===== src/rtl/alu_pkg.sv =====
// Shared definitions for the ALU and its command sequencer: opcodes,
// sequencer state encoding and the queued command record.
package alu_pkg;

    localparam logic [3:0] OP_ADD = 4'b0000;
    localparam logic [3:0] OP_SUB = 4'b0001;
    localparam logic [3:0] OP_MUL = 4'b0010;
    localparam logic [3:0] OP_DIV = 4'b0011;
    localparam logic [3:0] OP_AND = 4'b0100;
    localparam logic [3:0] OP_OR  = 4'b0101;
    localparam logic [3:0] OP_XOR = 4'b0110;
    localparam logic [3:0] OP_NOT = 4'b0111;
    localparam logic [3:0] OP_SHL = 4'b1000;
    localparam logic [3:0] OP_SHR = 4'b1001;
    localparam logic [3:0] OP_SRA = 4'b1010;
    localparam logic [3:0] OP_CMP = 4'b1011;
    localparam logic [3:0] OP_ROL = 4'b1100;
    localparam logic [3:0] OP_ROR = 4'b1101;

    typedef enum logic [2:0] {
        ST_IDLE  = 3'd0,
        ST_ISSUE = 3'd1,
        ST_GUARD = 3'd2,
        ST_WAIT  = 3'd3,
        ST_HOLD  = 3'd4
    } seq_state_t;

    typedef struct packed {
        logic [3:0]  op;
        logic [15:0] a;
        logic [15:0] b;
    } alu_cmd_t;

    localparam int CMD_W = $bits(alu_cmd_t);

    function automatic logic is_div_by_zero(input logic [3:0] op, input logic [15:0] b);
        return (op == OP_DIV) && (b == 16'h0000);
    endfunction

endpackage


===== src/rtl/alu_cmd_fifo.sv =====
// DEPTH-entry synchronous command FIFO with full/empty flags.
// Writes while full and reads while empty are ignored.
module alu_cmd_fifo
    import alu_pkg::*;
#(
    parameter int DEPTH = 4
) (
    input  logic     clk,
    input  logic     rst,
    input  logic     push,
    input  logic     pop,
    input  alu_cmd_t wdata,
    output alu_cmd_t rdata,
    output logic     full,
    output logic     empty
);

    localparam int AW = $clog2(DEPTH);
    localparam logic [AW:0] FULL_CNT = (AW + 1)'(DEPTH);

    alu_cmd_t       mem [DEPTH];
    logic [AW-1:0]  wr_ptr;
    logic [AW-1:0]  rd_ptr;
    logic [AW:0]    count;
    logic           do_push;
    logic           do_pop;

    assign full    = (count == FULL_CNT);
    assign empty   = (count == '0);
    assign do_push = push && !full;
    assign do_pop  = pop && !empty;
    assign rdata   = mem[rd_ptr];

    // Pointers wrap naturally because DEPTH is a power of two.
    always_ff @(posedge clk) begin
        if (rst) begin
            wr_ptr <= '0;
            rd_ptr <= '0;
            count  <= '0;
        end else begin
            if (do_push) wr_ptr <= wr_ptr + 1'b1;
            if (do_pop)  rd_ptr <= rd_ptr + 1'b1;
            case ({do_push, do_pop})
                2'b10:   count <= count + 1'b1;
                2'b01:   count <= count - 1'b1;
                default: count <= count;
            endcase
        end
    end

    always_ff @(posedge clk) begin
        if (do_push) mem[wr_ptr] <= wdata;
    end

endmodule


===== src/rtl/alu_cmd_sequencer.sv =====
// Queues ALU commands, issues them one at a time with a start pulse and
// returns each result (or a timeout error) over a valid/ready port.
//
// state | meaning
// IDLE  | waiting for a queued command; pops it into the alu_* registers
// ISSUE | alu_start high for this single cycle; timeout counter cleared
// GUARD | alu_valid ignored so a stale level is not mistaken for the result
// WAIT  | waiting for alu_valid or the timeout
// HOLD  | result presented; waits for res_ready
module alu_cmd_sequencer
    import alu_pkg::*;
#(
    parameter int DEPTH   = 4,
    parameter int TIMEOUT = 64
) (
    input  logic        clk,
    input  logic        rst,
    input  logic        cmd_valid,
    output logic        cmd_ready,
    input  logic [3:0]  cmd_op,
    input  logic [15:0] cmd_a,
    input  logic [15:0] cmd_b,
    output logic        alu_start,
    output logic [3:0]  alu_op,
    output logic [15:0] alu_a,
    output logic [15:0] alu_b,
    input  logic [15:0] alu_z_low,
    input  logic [15:0] alu_z_high,
    input  logic        alu_valid,
    output logic        res_valid,
    input  logic        res_ready,
    output logic [3:0]  res_op,
    output logic [15:0] res_z_low,
    output logic [15:0] res_z_high,
    output logic        res_err,
    output logic        res_dz
);

    localparam int TW = $clog2(TIMEOUT + 1);
    localparam logic [TW-1:0] TMO_LIMIT = TW'(TIMEOUT);

    seq_state_t     state;
    logic [TW-1:0]  tmo_cnt;
    alu_cmd_t       head;
    alu_cmd_t       wr_cmd;
    logic           fifo_full;
    logic           fifo_empty;
    logic           fifo_pop;

    assign wr_cmd    = '{op: cmd_op, a: cmd_a, b: cmd_b};
    assign cmd_ready = !fifo_full;
    assign fifo_pop  = (state == ST_IDLE) && !fifo_empty;

    alu_cmd_fifo #(
        .DEPTH (DEPTH)
    ) u_fifo (
        .clk   (clk),
        .rst   (rst),
        .push  (cmd_valid),
        .pop   (fifo_pop),
        .wdata (wr_cmd),
        .rdata (head),
        .full  (fifo_full),
        .empty (fifo_empty)
    );

    always_ff @(posedge clk) begin
        if (rst) begin
            state      <= ST_IDLE;
            tmo_cnt    <= '0;
            alu_start  <= 1'b0;
            alu_op     <= '0;
            alu_a      <= '0;
            alu_b      <= '0;
            res_valid  <= 1'b0;
            res_op     <= '0;
            res_z_low  <= '0;
            res_z_high <= '0;
            res_err    <= 1'b0;
            res_dz     <= 1'b0;
        end else begin
            alu_start <= 1'b0;
            case (state)
                ST_IDLE: begin
                    // Start is registered on the pop so it is high exactly during ISSUE.
                    if (!fifo_empty) begin
                        alu_op    <= head.op;
                        alu_a     <= head.a;
                        alu_b     <= head.b;
                        alu_start <= 1'b1;
                        state     <= ST_ISSUE;
                    end
                end
                ST_ISSUE: begin
                    tmo_cnt <= '0;
                    state   <= ST_GUARD;
                end
                ST_GUARD: begin
                    tmo_cnt <= tmo_cnt + 1'b1;
                    state   <= ST_WAIT;
                end
                ST_WAIT: begin
                    if (alu_valid) begin
                        res_z_low  <= alu_z_low;
                        res_z_high <= alu_z_high;
                        res_err    <= 1'b0;
                        res_dz     <= is_div_by_zero(alu_op, alu_b);
                        res_op     <= alu_op;
                        res_valid  <= 1'b1;
                        state      <= ST_HOLD;
                    end else if (tmo_cnt == TMO_LIMIT) begin
                        res_z_low  <= '0;
                        res_z_high <= '0;
                        res_err    <= 1'b1;
                        res_dz     <= is_div_by_zero(alu_op, alu_b);
                        res_op     <= alu_op;
                        res_valid  <= 1'b1;
                        state      <= ST_HOLD;
                    end else begin
                        tmo_cnt <= tmo_cnt + 1'b1;
                    end
                end
                ST_HOLD: begin
                    if (res_ready) begin
                        res_valid <= 1'b0;
                        state     <= ST_IDLE;
                    end
                end
                default: state <= ST_IDLE;
            endcase
        end
    end

endmodule


===== config.mk =====
export PLATFORM = sky130hd
export DESIGN_NAME = alu_cmd_sequencer
export DESIGN_NICKNAME = d
export VERILOG_FILES = /design/src/rtl/alu_pkg.sv /design/src/rtl/alu_cmd_fifo.sv /design/src/rtl/alu_cmd_sequencer.sv
export SDC_FILE = /design/constraint.sdc
export NUM_CORES = 1
export LEC_CHECK = 0
export ABC_AREA = 1
export BUFFER_PORTS_ARGS = -buffer_cell sky130_fd_sc_hd__buf_2
export CELL_PAD_IN_SITES_DETAIL_PLACEMENT = 1
export CELL_PAD_IN_SITES_GLOBAL_PLACEMENT = 2
export CORE_ASPECT_RATIO = 1.5
export CORE_UTILIZATION = 39
export DETAILED_ROUTE_END_ITERATION = 16
export MAX_ROUTING_LAYER = met4
export PLACE_DENSITY_LB_ADDON = 0.1
export SLEW_MARGIN = 20
export SYNTH_ARGS = -nofsm -noshare
export SYNTH_HDL_FRONTEND = slang
export SYNTH_SLANG_ARGS = --single-unit

===== constraint.sdc =====
create_clock -name clk -period 6.35 [get_ports clk]
set_input_delay 0.9525 -clock clk [delete_from_list [all_inputs] [get_ports clk]]
set_output_delay 0.9525 -clock clk [all_outputs]
set_load 0.005 [all_outputs]

* Word-level counts from Yosys, hierarchy flattened
Memory sizes are Yosys's and may differ from the RTL's. A register that Yosys moved wholly into a read port is not among the register bits.
Index checks and enable logic that the tools add are counted.
** Cells by class
- Add/sub/neg operators :: 5
- Bitwise gates (word level) :: 2
- Mux-type cells :: 24
- Eq/ne operators :: 14
- Reduce and logical (&&, ||, !) cells :: 19
** Operators by type and width (count)
- two-way mux 16 bit :: 3
- case mux 7 bit (3 select lines) :: 1
- zero test 16 bit :: 1
- case mux 3 bit (5 select lines) :: 1
- two-way mux 7 bit :: 2
- two-way mux 3 bit :: 4
- two-way mux 1 bit :: 9
- AND reduction 3 bit :: 3
- two-way mux 4 bit :: 2
- inequality test 2 bit (second input constant) :: 4
- adder 7 x 1 -> 7 bit (second input constant) :: 1
- == test 7 bit (second input constant) :: 1
- == test 3 x 2 -> 1 bit (second input constant) :: 2
- == test 3 bit (second input constant) :: 2
- zero test 3 bit :: 2
- case mux 3 bit (2 select lines) :: 1
- nonzero test 2 bit :: 3
- adder 2 x 1 -> 2 bit (second input constant) :: 2
- == test 4 x 2 -> 1 bit (second input constant) :: 1
- logical AND 1 bit :: 4
- AND reduction 2 bit :: 2
- adder 3 x 1 -> 3 bit (second input constant) :: 1
- == test 3 x 1 -> 1 bit (second input constant) :: 1
- inequality test 3 bit (second input constant) :: 1
- 8 further kinds :: 10
** Storage, ports and cells
- Output and inout bits :: 77
- Memory bits (writable) :: 144
- Word-level logic and storage cells :: 77
- Flip-flop bits (word level) :: 57
- Memories kept :: 1
- Input port bits :: 73
** Memory list
- u_fifo.mem :: depth 4, bits a word 36, read ports 1, clocked after Yosys merged registers in 1, write ports 1, line alu_cmd_fifo.sv:21 : alu_cmd_t mem [DEPTH];

* Logic depth before layout (Yosys ltp)
- Depth in word-level cells :: 6
- Depth in mapped cells :: 13

* Cells and area by module
Synthesis repeated with hierarchy kept, for this count alone.
** Second synthesis, totals
- Cell total of the unflattened synthesis :: 868
- Area total of the unflattened synthesis :: 9337.7 µm²
** By module, submodules not included
- alu_cmd_fifo :: cells an instance 418, sequential area each 4504.3 µm², instances 1, area an instance 5866.9 µm²
- alu_cmd_sequencer :: cells an instance 450, sequential area each 1721.7 µm², instances 1, area an instance 3470.8 µm²

* Worst setup path after synthesis
Ideal clock, no wire load.
- Path kind :: input -> register
- Start point :: input cmd_valid
- End point :: memory u_fifo.mem[0][0] (netlist name) (enable)
- Cell stages on the path :: 2
- Path buffers :: 0
- Data required time :: 5.921 ns
- Arrival time :: 2.646 ns
- Slack :: 3.275 ns
- Cell sequence :: nand2_1 nor2_1
** On the way
- Word-level cells in the longest chain between the ends :: 3
** RTL lines
- from (decl) :: line alu_cmd_sequencer.sv:18 : input logic cmd_valid,
- logical AND 1 bit :: line alu_cmd_fifo.sv:30 : assign do_push = push && !full;
- two-way mux 1 bit :: line alu_cmd_fifo.sv:52 : if (do_push) mem[wr_ptr] <= wdata;
- two-way mux 1 bit (implied by the code) :: line alu_cmd_fifo.sv:52
- to (decl) :: line alu_cmd_fifo.sv:21
Every way passes these cells.

* Worst setup path after layout
- Start point :: register state[0]
- End point :: register u_fifo.count[2]
** On the way
- Word-level cells in the longest chain between the ends :: 5
** RTL lines
- from (decl) :: line alu_cmd_sequencer.sv:42 : seq_state_t state;
- from (signal assigned) :: line alu_cmd_sequencer.sv:69 : state <= ST_IDLE;
- from (signal assigned) :: line alu_cmd_sequencer.sv:91 : state <= ST_ISSUE;
- from (signal assigned) :: line alu_cmd_sequencer.sv:96 : state <= ST_GUARD;
- zero test 3 bit * :: line alu_cmd_sequencer.sv:52 : assign fifo_pop = (state == ST_IDLE) && !fifo_empty;
- logical AND 1 bit * :: line alu_cmd_sequencer.sv:52
- logical AND 1 bit * :: line alu_cmd_fifo.sv:31 : assign do_pop = pop && !empty;
- == test 2 x 1 -> 1 bit or == test 2 bit (tied branches) :: line alu_cmd_fifo.sv:43 : case ({do_push, do_pop})
- case mux 3 bit (2 select lines) or nonzero test 2 bit (tied branches)
- to (signal assigned) :: line alu_cmd_fifo.sv:44 : 2'b10: count <= count + 1'b1;
- to (signal assigned) :: line alu_cmd_fifo.sv:45 : 2'b01: count <= count - 1'b1;
- to (signal assigned) :: line alu_cmd_fifo.sv:46 : default: count <= count;
- to (decl) :: line alu_cmd_fifo.sv:24 : logic [AW:0] count;
Mark *: on every way between the ends. The rest lies on a longest branch, timed or not.
A chain may end at the register's enable or synchronous reset.

==> flow_summary_export.csv <==
group,metric,value,unit
run_status,status,"finished, final reports clean",
sta,measured_slew_at_the_worst_slew_check_pin,807,ps
setup_path,worstPathArrival,2840,ps
sta,timing_hold_violations_final,0,
setup_path,timing.critical_path.to_type,"flip-flop",
pwr,total_leakage_power,4.16,nW
synth,synth_top_area_frac,0.471,
global_routing,grt_pass1_vias,6750,
sta,final_worst_slack,3970,ps
floorplan,floorplan.rows,68,
pwr,max-vdd-ir-drop,0.000215,V
floorplan,die-width,127,um
synth,synth_area_per_cell,10.7,sq um
final_layout,layout.nets,1077,
synth,synthCells,860,
cts,post-cts-setup-buffers,0,
floorplan,die_height,190,um
setup_path,crit_fanout,39,
drt,ant_nets,0,
floorplan,boundaryPins,150,
synth,ys_warn_count,0,
synth,ys_seq_area_frac,0.673,
synth,synthesis.area,9190,sq um
global_routing,grt_start_max_net_pins,75,
drt,drcViolationCount,0,
sta,setup-violations-final,0,
cts,cts.sink_count,237,
setup_path,criticalPathCategory,"reg -> reg",
sta,max_freq,419,MHz
min_path,hold_path_class,"reg -> reg",
cts,holdBufCountCts,0,
pwr,cellPowerDensity,433,nW/um^2
sta,final_period_utilization,0.375,
synth,synth.top_cells.by_area,"edfxtp_1 47%, dfxtp_1 20%, nor2_1 7.5%",
setup_path,cp-start-kind,"flip-flop",
sta,grt_setup_unrepaired,"false",
cts,clock_tree_root,"clkbuf_16",
sta,max_slew_margin,0.461,
sta,drv_slew,0,
global_routing,globalRouteOverflowTotal,0,
final_layout,fillerInstances,2561,
cts,clk_path_buf_depth,3,
setup_path,worst-endpoint-required,6810,ps
drt,wl,22400,um
cts,numCtsBuffers,24,
floorplan,initial_core_util,0.398,
global_routing,grt_first_pass_wirelength,35700,um
pwr,totalPowerFinal,4.73,mW
placement,detailed_place_hpwl,13200,um
final_layout,final-seq-area,6190,sq um
final_layout,antenna_cells_inserted,0,
placement,detailedPlace.worstSlack,3630,ps
drt,routed_via_density,4.93,
placement,place.port_buffers,149,
synth,ys_ff_latch,237,
synth,synth.distinct_cells,33,
floorplan,die-area,24200,sq um
cts,clkSlewWorstSetupHoldPaths,60,ps
cts,worstSkewPairLatency,530,ps
drt,vias,6553,
drt,number_of_drc_violations_after_detailed_routing_iteration_0,252,
synth,synth.net_count,941,
cts,tritoncts,"built",
placement,routabilityCongestion,0.716,
synth,most_instantiated_cells_after_synthesis,"183 x nor2_1, 144 x edfxtp_1, 94 x nand2_1, 93 x dfxtp_1, 91 x o21ai_0",
synth,synth-async-reset-ratio,0,
final_layout,multi_input_area,2610,sq um
drt,dr.pass1.iters,4,
final_layout,share_of_layout_cells_above_drive_strength_1,0.237,
cts,depth_of_the_cts_h_tree,1,
sta,period_minus_slack,2380,ps
global_routing,gr_usage_total,0.195,
drt,wl_per_cell,16.9,um
synth,most_used_standard_cell_by_instance_count_after_synthesis,"nor2_1",
global_routing,antenna_found_initial,0,
synth,edff_count_synth,144,
floorplan,design.core.area,23100,sq um
synth,synth_top_cell_by_area,"edfxtp_1",
final_layout,area_growth,18.7,%
sta,setup_tns,0,ps
cts,cts_repair_resize_count,0,
flow_run,drv_cap,0,
sta,clock_skew,20.9,ps
synth,synth-main-ff-cell,"edfxtp_1",
## per-layer routing
metal	vias to the layer above	global-route usage	part of all wire
li1	3229	-	-
met1	3146	0.223	0.43
met2	141	0.353	0.51
met3	37	0.0276	0.041
met4	0	0.0540	0.021
met5	-	-	0
## area by class of cell
| class | count | area share |
|---|---|---|
| Inverter | 37 | 0.0130 |
| Sequential cell | 237 | 0.567 |
| Tap cell | 315 | 0.0361 |
| Clock buffer | 29 | 0.0577 |
| Multi-Input combinational cell | 537 | 0.239 |
| Clock inverter | 15 | 0.0112 |
| Timing Repair Buffer | 159 | 0.0753 |
## cells in the final DEF (no fill, tap or decap), types with 2 or more instances in the layout
cell        instances
a21oi_1            39
a21oi_2            11
buf_2             149
buf_4              10
clkbuf_1            4
clkbuf_16          24
clkinv_1            3
clkinv_2            6
clkinvlp_4          2
dfxtp_1            92
edfxtp_1          144
ha_1                7
inv_1              32
inv_2               4
nand2_1            94
nand2_2            12
nand2_4             3
nand3_1            22
nor2_1            179
nor2_2              2
nor2_4              7
nor3_1              2
o21ai_0            91
o21ai_1            25
o22ai_1            36
## worst max-delay path: stages (launching register included)
cell and delay (ps):
dfxtp_1 380, nor2_4 150, nand2_2 80, nor2_4 100, buf_4 420, ha_1 230
inv_1 70, fa_1 430, a21oi_1 150, o21ai_0 120, nand2_1 70, nand2_1 40
nor2_1 90
## flip-flops by register name, summed over array words and instances (netlist names)
signal / cells
u_fifo.mem: 144
alu_a: 16
alu_b: 16
res_z_high: 16
res_z_low: 16
tmo_cnt: 7
alu_op: 4
res_op: 4
state: 3
u_fifo.count: 3
u_fifo.rd_ptr: 2
u_fifo.wr_ptr: 2
alu_start: 1
res_dz: 1
res_err: 1
res_valid: 1
## per-stage QoR
| step | cell area (sq um) | instances | hold slack (ps) | util |
|---|---|---|---|---|
| 2_1_floorplan | 9190 | 860 | 442 | - |
| 3_3_place_gp | 10200 | 1285 | 432 | 0.440 |
| 3_5_place_dp | 10200 | 1285 | 433 | 0.440 |
| 4_1_cts | 10900 | 1329 | 443 | 0.473 |
| 5_1_grt | 10900 | 1329 | 462 | 0.473 |
| 6_report | 10900 | 1329 | 441 | 0.473 |
## kinds of logic after synthesis
family	count (synthesis)	share of synthesized area
buf+inv	86	0.0464
fa+ha+maj	8	0.0117
simple gates	325	0.147
compound gates	203	0.120
flops	237	0.673
xor+xnor	1	0.000954
## final timing paths
check               endpoint  slack [ps]  depth (start not counted)      start
max          u_fifo.count[2]        3970                         12   state[0]
min                res_valid         440                          2  res_valid
max reg2reg  u_fifo.count[2]        3970                         12   state[0]
min reg2reg        res_valid         440                          2  res_valid
## report_power, final
| group | total [mW] | switching, mW | internal, mW |
|---|---|---|---|
| clock | 1.35 | 0.600 | 0.754 |
| sequential | 2.04 | 0.134 | 1.91 |
| combinational | 1.33 | 0.897 | 0.431 |
Power figures use the tool's default switching activity.
